===== config.mk =====
export PLATFORM = sky130hd
export DESIGN_NAME = onchip_memory_arbiter
export DESIGN_NICKNAME = d
export VERILOG_FILES = /design/src/rtl/onchip_memory_arbiter_pkg.sv /design/src/rtl/onchip_memory_arbiter_rr.sv /design/src/rtl/onchip_memory_arbiter.sv
export SDC_FILE = /design/constraint.sdc
export NUM_CORES = 1
export LEC_CHECK = 0
export BUFFER_PORTS_ARGS = -buffer_cell sky130_fd_sc_hd__buf_2
export CAP_MARGIN = 10
export CORE_AREA = 3 3 109 111
export CTS_BUF_LIST = sky130_fd_sc_hd__clkbuf_4 sky130_fd_sc_hd__clkbuf_8
export DETAILED_ROUTE_END_ITERATION = 8
export DIE_AREA = 0 0 112 114
export PLACE_DENSITY = 0.6
export SYNTH_ARGS = -nofsm -noshare
export SYNTH_HDL_FRONTEND = slang
export SYNTH_SLANG_ARGS = --single-unit
export TNS_END_PERCENT = 5

===== constraint.sdc =====
create_clock -name clk -period 3.3 [get_ports clk]
set_input_delay 0.165 -clock clk [delete_from_list [all_inputs] [get_ports clk]]
set_output_delay 0.165 -clock clk [all_outputs]
set_load 0.05 [all_outputs]

===== src/rtl/onchip_memory_arbiter_pkg.sv =====
// Shared defaults and the master-index type for the two-master on-chip memory arbiter.
package onchip_memory_arbiter_pkg;

    localparam int ADDR_W_DEF    = 17;
    localparam int DATA_W_DEF    = 32;
    localparam int NUM_WORDS_DEF = 128000;

    typedef logic master_idx_t;

    // Master 1 is treated as the previous winner so master 0 wins the first contention.
    localparam master_idx_t LAST_GRANT_RST = 1'b1;

endpackage


===== src/rtl/onchip_memory_arbiter_rr.sv =====
// Two-way round-robin grant: a lone requester always wins, and on contention the
// master that did not win last time wins.
module rr_arbiter2
    import onchip_memory_arbiter_pkg::*;
(
    input  logic [1:0]  req,
    input  master_idx_t last,
    output logic [1:0]  grant
);

    always_comb begin
        grant = 2'b00;
        case (req)
            2'b01:   grant = 2'b01;
            2'b10:   grant = 2'b10;
            2'b11:   grant = (last == 1'b1) ? 2'b01 : 2'b10;
            default: grant = 2'b00;
        endcase
    end

endmodule


===== src/rtl/onchip_memory_arbiter.sv =====
// Arbitrates two Avalon-MM masters onto one single-port on-chip memory with
// one-cycle read latency, out-of-range and read+write error detection.
module onchip_memory_arbiter
    import onchip_memory_arbiter_pkg::*;
#(
    parameter int ADDR_W    = ADDR_W_DEF,
    parameter int DATA_W    = DATA_W_DEF,
    parameter int NUM_WORDS = NUM_WORDS_DEF
) (
    input  logic                  clk,
    input  logic                  reset,

    input  logic [ADDR_W-1:0]     m0_address,
    input  logic [DATA_W/8-1:0]   m0_byteenable,
    input  logic                  m0_read,
    input  logic                  m0_write,
    input  logic [DATA_W-1:0]     m0_writedata,
    output logic                  m0_waitrequest,
    output logic [DATA_W-1:0]     m0_readdata,
    output logic                  m0_readdatavalid,

    input  logic [ADDR_W-1:0]     m1_address,
    input  logic [DATA_W/8-1:0]   m1_byteenable,
    input  logic                  m1_read,
    input  logic                  m1_write,
    input  logic [DATA_W-1:0]     m1_writedata,
    output logic                  m1_waitrequest,
    output logic [DATA_W-1:0]     m1_readdata,
    output logic                  m1_readdatavalid,

    output logic [ADDR_W-1:0]     mem_address,
    output logic [DATA_W/8-1:0]   mem_byteenable,
    output logic                  mem_chipselect,
    output logic                  mem_write,
    output logic [DATA_W-1:0]     mem_writedata,
    output logic                  mem_clken,
    input  logic [DATA_W-1:0]     mem_readdata,

    output logic [15:0]           err_count
);

    localparam logic [ADDR_W:0] LIMIT = (ADDR_W+1)'(NUM_WORDS);

    master_idx_t last_grant;
    logic        rd_pend;
    master_idx_t rd_owner;
    logic        rd_zero;

    logic [1:0]  req;
    logic [1:0]  grant;
    master_idx_t gidx;
    logic        accept;
    logic        g_rd;
    logic        g_wr;
    logic        addr_err;
    logic        rw_err;
    logic        rd_acc;
    logic [DATA_W-1:0] rd_data;

    assign req = {m1_read | m1_write, m0_read | m0_write};

    rr_arbiter2 u_rr (
        .req   (req),
        .last  (last_grant),
        .grant (grant)
    );

    assign gidx   = grant[1];
    assign accept = (|grant) & ~reset;

    assign mem_address    = gidx ? m1_address    : m0_address;
    assign mem_byteenable = gidx ? m1_byteenable : m0_byteenable;
    assign mem_writedata  = gidx ? m1_writedata  : m0_writedata;
    assign g_rd           = gidx ? m1_read       : m0_read;
    assign g_wr           = gidx ? m1_write      : m0_write;

    assign addr_err = ({1'b0, mem_address} >= LIMIT);
    assign rw_err   = g_rd & g_wr;
    // A read+write collision is executed as the write, so only a pure read returns data.
    assign rd_acc   = accept & g_rd & ~g_wr;

    assign mem_chipselect = accept & ~addr_err;
    assign mem_write      = mem_chipselect & g_wr;
    assign mem_clken      = ~reset;

    assign m0_waitrequest = reset | (req[0] & ~grant[0]);
    assign m1_waitrequest = reset | (req[1] & ~grant[1]);

    // Out-of-range reads never reached memory, so they return zero instead of stale data.
    assign rd_data          = rd_zero ? '0 : mem_readdata;
    assign m0_readdatavalid = rd_pend & (rd_owner == 1'b0) & ~reset;
    assign m1_readdatavalid = rd_pend & (rd_owner == 1'b1) & ~reset;
    assign m0_readdata      = m0_readdatavalid ? rd_data : '0;
    assign m1_readdata      = m1_readdatavalid ? rd_data : '0;

    always_ff @(posedge clk) begin
        if (reset) begin
            last_grant <= LAST_GRANT_RST;
            rd_pend    <= 1'b0;
            rd_owner   <= 1'b0;
            rd_zero    <= 1'b0;
            err_count  <= 16'h0000;
        end else begin
            rd_pend <= rd_acc;
            rd_zero <= addr_err;
            if (accept) begin
                last_grant <= gidx;
                rd_owner   <= gidx;
                if ((addr_err | rw_err) && (err_count != 16'hFFFF))
                    err_count <= err_count + 16'd1;
            end
        end
    end

endmodule

# [Yosys cells after proc, flatten, opt, wreduce, memory -nomap -nowiden]
# Cells that the tools add are included.
[totals] regBits=20 output_inout_bits=140 elab_cells=47
[op_classes] n_addsub=1 n_lt_le_gt_ge=1 eq_ne=4 muxes=10 bitwise=23 reduce_logical=3
[op_table] operator="$mux 32" count=4
[op_table] operator="$ge 17x17->1 const B" count=1
[op_table] operator="$mux 17" count=1
[op_table] operator="$add 16x1->16 const B" count=1
[op_table] operator="$ne 16x16->1 const B" count=1
[op_table] operator="$and 1x1->1" count=12
[op_table] operator="$not 1->1" count=6
[op_table] operator="$pmux 2 s3" count=1
[op_table] operator="$or 1x1->1" count=5
[op_table] operator="$eq 2x2->1 const B" count=2
[op_table] operator="$mux 4" count=1
[op_table] operator="$eq 2x1->1 const B" count=1
[op_table] operator="$mux 1" count=2
[op_table] operator="$mux 2" count=1
[op_table] operator="$reduce_and 2->1" count=1
[op_table] operator="$reduce_or 2->1" count=1
[op_table] operator="$logic_and 1x1->1" count=1

# [Depth between registers and ports, before layout]
[depth] ltp_word=8 depth_mapped=7 ltp_nobuf=6

# [Hierarchy]
# A second synthesis with hierarchy kept.
[unflattened] cells_unflattened=303 area_unflattened_um2=2244.7
[modules_own_cells] module="onchip_memory_arbiter" instances=1 cells_each=300 area_per_inst_um2=2225.9 seq_area_each_um2=400.4
[modules_own_cells] module="rr_arbiter2" instances=1 cells_each=3 area_per_inst_um2=18.8 seq_area_each_um2=0.0

# [Worst setup path before layout]
# Ideal clock, no wire load.
[synth_timing] path_kind="flip-flop to output port" start="register last_grant" end="output mem_write" arrival_time_ns=2.552 required_time_ns=3.135 path_slack_ns=0.583 path_stages_with_launch=6 cell_sequence="dfxtp_1 > o21a_1 > or2_1 > a21oi_1 > and2_1 > nor3b_1"
[synth_via] elab_chain_len=7 word_cells_on_any_way=10 cone_classes="order compare (1); mux (4); bitwise (4); reduce/logical (1)"
[synth_lines] element="start, declared" line="onchip_memory_arbiter.sv:44" text="master_idx_t last_grant;"
[synth_lines] element="start signal, assigned" line="onchip_memory_arbiter.sv:107" text="last_grant <= gidx;"
[synth_lines] element="$mux 2 *" line="onchip_memory_arbiter_rr.sv:16" text="2'b11: grant = (last == 1'b1) ? 2'b01 : 2'b10;"
[synth_lines] element="$pmux 2 s3 *" line="onchip_memory_arbiter_rr.sv:13" text="case (req)"
[synth_lines] element="$mux 17" line="onchip_memory_arbiter.sv:71" text="assign mem_address = gidx ? m1_address : m0_address;"
[synth_lines] element="$ge 17x17->1" line="onchip_memory_arbiter.sv:77" text="assign addr_err = ({1'b0, mem_address} >= LIMIT);"
[synth_lines] element="$not 1->1" line="onchip_memory_arbiter.sv:82" text="assign mem_chipselect = accept & ~addr_err;"
[synth_lines] element="$and 1x1->1 *" line="onchip_memory_arbiter.sv:82"
[synth_lines] element="net mem_chipselect" line="onchip_memory_arbiter.sv:33" text="output logic mem_chipselect,"
[synth_lines] element="$and 1x1->1 *" line="onchip_memory_arbiter.sv:83" text="assign mem_write = mem_chipselect & g_wr;"
[synth_lines] element="end, declared" line="onchip_memory_arbiter.sv:34" text="output logic mem_write,"
# The timed path passes the listed nets; every way through them passes the cells marked *.

# [Final worst setup path]
[layout_timing] start="register last_grant" end="output mem_writedata[8]"
[layout_via] elab_chain_len=3
[layout_lines] element="$mux 2" line="onchip_memory_arbiter_rr.sv:16"
[layout_lines] element="$pmux 2 s3" line="onchip_memory_arbiter_rr.sv:13"
[layout_lines] element="$mux 32" line="onchip_memory_arbiter.sv:73" text="assign mem_writedata = gidx ? m1_writedata : m0_writedata;"
[layout_lines] element="end, declared" line="onchip_memory_arbiter.sv:35" text="output logic [DATA_W-1:0] mem_writedata,"
# No other way between the ends.

==> impl_metrics.yaml <==
global_routing:
  grt_util_all_layers: 0.149
  grt_max_degree: 55
  grt_pass1_vias: 3080
  grt_pass1_wl_um: 15700
  grt_overflow: 0
  antenna_found_initial: 0
die:
  die_w_um: 112
  start_util: 0.208
  die_h_um: 114
  placementRows: 38
  io_pins: 284
  core_area_mm2: 0.0109
  dieArea_mm2: 0.0128
final_layout:
  final_common_cell: "buf_2"
  finalNetCount: 726
  diodes: 0
  area_growth_pct: 70.4
  stdcell_area_mm2: 0.00386
  multi_input_area_mm2: 0.00173
  seqCellArea_um2: 400
  fill_cells: 1127
  final_cells: 720
  drive_above_1_share: 0.609
  final_cell_mix: "283 x buf_2, 78 x nor2_1, 53 x mux2_2"
worst_setup_path:
  worstPathArrival_ns: 2.30
  crit_path_max_fanout: 54
  start_kind: "flop"
  reg2reg_to: "err_count[1]$_SDFFE_PP0P_"
  reg2reg_depth: 6
  crit_type: "reg -> out"
  regToRegSetupSlack_ns: 1.18
  critPathBufInv: 2
  crit_family: "buffers and inverters"
  cpMaxStageDelayCell: "buf_4"
  cp.required_ns: 3.13
  max_stage_delay_ns: 0.54
  r2r_start: "err_count[0]$_SDFFE_PP0P_"
  crit_chain: "o21a_1 -> or2_2 -> buf_4 -> mux2_2 -> buf_2"
  cp-end-kind: "output port"
cts:
  cts_tree: "yes"
  post_cts_buffers: 0
  cts.sinks: 20
  clk_latency_ns: 0.26
  cts.repair.resized: 0
  numCtsBuffers: 3
  cts_hold_buf: 0
  cts-root-buf: "clkbuf_8"
  clkTransAtPathRegs_ns: 0.07
  cts_max_level: 1
  cts_buffer_depth: 2
min_path:
  min-delay-start: "reset"
  holdPathEnd: "rd_zero$_SDFF_PP0_"
  hold_path_class: "in -> reg"
  whs_path_depth: 2
sta:
  rsz0062_at_grt: "false"
  timing.final.crit_share: 0.746
  setup_viol: 0
  slew_violations: 0
  relSlewSlack: 0.492
  finalHoldViolCount: 0
  setup_tns_ns: 0
  fin_skew_ns: 0.00887
  post-route-min-period_ns: 2.46
  max_clock_freq_ghz: 0.406
  worst_pin_slew_ns: 0.761
synth:
  synth-edff-count: 0
  netlist_instances: 310
  synthArstFlopShare: 0
  syn_area_mm2: 0.00226
  avgSynthCellArea_um2: 7.30
  synth_ff_type: "dfxtp_1"
  ys_seq_area_frac: 0.177
  ys_warn_count: 0
  ys_ff_latch: 20
  syn_nets: 455
  ys_types: 40
power:
  p_leak_nw: 2.07
  pwr-share-seq: 0.211
  intPower_w: 0.000618
  combPwrFrac: 0.580
  power.share.clock: 0.209
  peakVddDrop_uv: 248
  powerDensity_mw_per_mm2: 307
  power.share.switching: 0.478
  switching_power_w: 0.000567
placed_design:
  placedInstanceArea_mm2: 0.00378
  placed_cells: 716
  port_buffers: 283
  gp_congestion: 0.815
  dp_hpwl_um: 9010
detailed_routing:
  met1_length_um: 4110
  wire_per_inst_um: 14.9
  drc_errors: 0
  via_per_inst: 4.58
  met3_length_um: 898
  ant_nets: 0
  drt_iter0_drc: 88
  dr.max_layer_used: "met4"
  dr.pass1.iters: 6
  dr_wl_met2_um: 5640
  routed_wl_um: 10700
  vias: 3295
job:
  drv_cap: 0
run_status:
  outcome: "finished, final reports clean"
-- power groups by stage --
stage | Sequential, W | Clock [W] | Combinational, W
detailed placement | 0.000256 | 0 | 0.000687
floorplan | 0.000260 | 0 | 0.000493
global route | 0.000252 | 0.000264 | 0.000723
finish | 0.000251 | 0.000248 | 0.000687
global placement | 0.000256 | 0 | 0.000680
CTS | 0.000251 | 0.000257 | 0.000690
-- how the worst max path moves through the flow --
| stage | start | endpoint | cells past startpoint |
|---|---|---|---|
| global route | last_grant$_SDFFE_PP1P_ | mem_writedata[8] | 5 |
| CTS | last_grant$_SDFFE_PP1P_ | mem_writedata[29] | 5 |
| floorplan | last_grant$_SDFFE_PP1P_ | mem_write | 5 |
| global placement | last_grant$_SDFFE_PP1P_ | mem_writedata[8] | 5 |
| detailed placement | last_grant$_SDFFE_PP1P_ | mem_writedata[8] | 5 |
| finish | last_grant$_SDFFE_PP1P_ | mem_writedata[8] | 5 |
-- metrics by stage --
stage / total power, W / hold WS, ns / setup slack, ns / utilization
final: 0.00119 / 0.295 / 0.839 / 0.354
after global routing: 0.00124 / 0.311 / 0.735 / 0.354
after floorplan: 0.000754 / 0.345 / 0.583 / -
after global placement: 0.000936 / 0.463 / 1.22 / 0.348
after detailed placement: 0.000944 / 0.471 / 1.14 / 0.348
after CTS: 0.00120 / 0.293 / 0.848 / 0.354
-- synthesized netlist by cell type (2+ instances only) --
library cell   n  area [µm²]
clkbuf_1      11        41.3
o31ai_1        7        52.6
mux2_2        53         597
nor2_1        78         293
buf_2          8        40.0
o21a_1         2        15.0
or4_1          5        37.5
o311ai_0       3        26.3
or3_1          5        31.3
nand2_1       11        41.3
o21ai_0        6        30.0
o41ai_1        5        43.8
nand4_1        8        50.1
nand3_1        9        45.0
inv_1          8        30.0
nand2b_1      32         200
a21oi_1       16        80.1
dfxtp_1       20         400
or4b_1         2        20.0
-- area by class of cell --
cell class / count / share of cell area
clock buffers: 3 / 0.0107
clock inverters: 1 / 0.00779
inverters: 9 / 0.00876
multi-input cells: 260 / 0.448
flip-flops and latches: 20 / 0.104
well taps: 140 / 0.0454
repair buffers: 287 / 0.375
-- layer usage --
| metal | vias up | GRT usage |
|---|---|---|
| li1 | 1632 | - |
| met1 | 1483 | 0.173 |
| met2 | 176 | 0.286 |
| met3 | 4 | 0.0308 |
| met4 | 0 | 0.0216 |
| met5 | - | 0 |
-- logic make-up (layout without fill, tap and decap cells) --
family / after synthesis / in the layout / synth area share
simple gates: 160 / 160 / 0.355
compound gates: 45 / 45 / 0.133
flops: 20 / 20 / 0.177
mux: 54 / 54 / 0.270
fa+ha+maj: 1 / 1 / 0.00553
buf+inv: 30 / 300 / 0.0591
-- registers in the layout, summed over array words and instances, names as in the netlist --
signal,flops
rd_zero,1
err_count,16
rd_pend,1
rd_owner,1
last_grant,1
No activity file was read; power rests on OpenSTA's default activity.
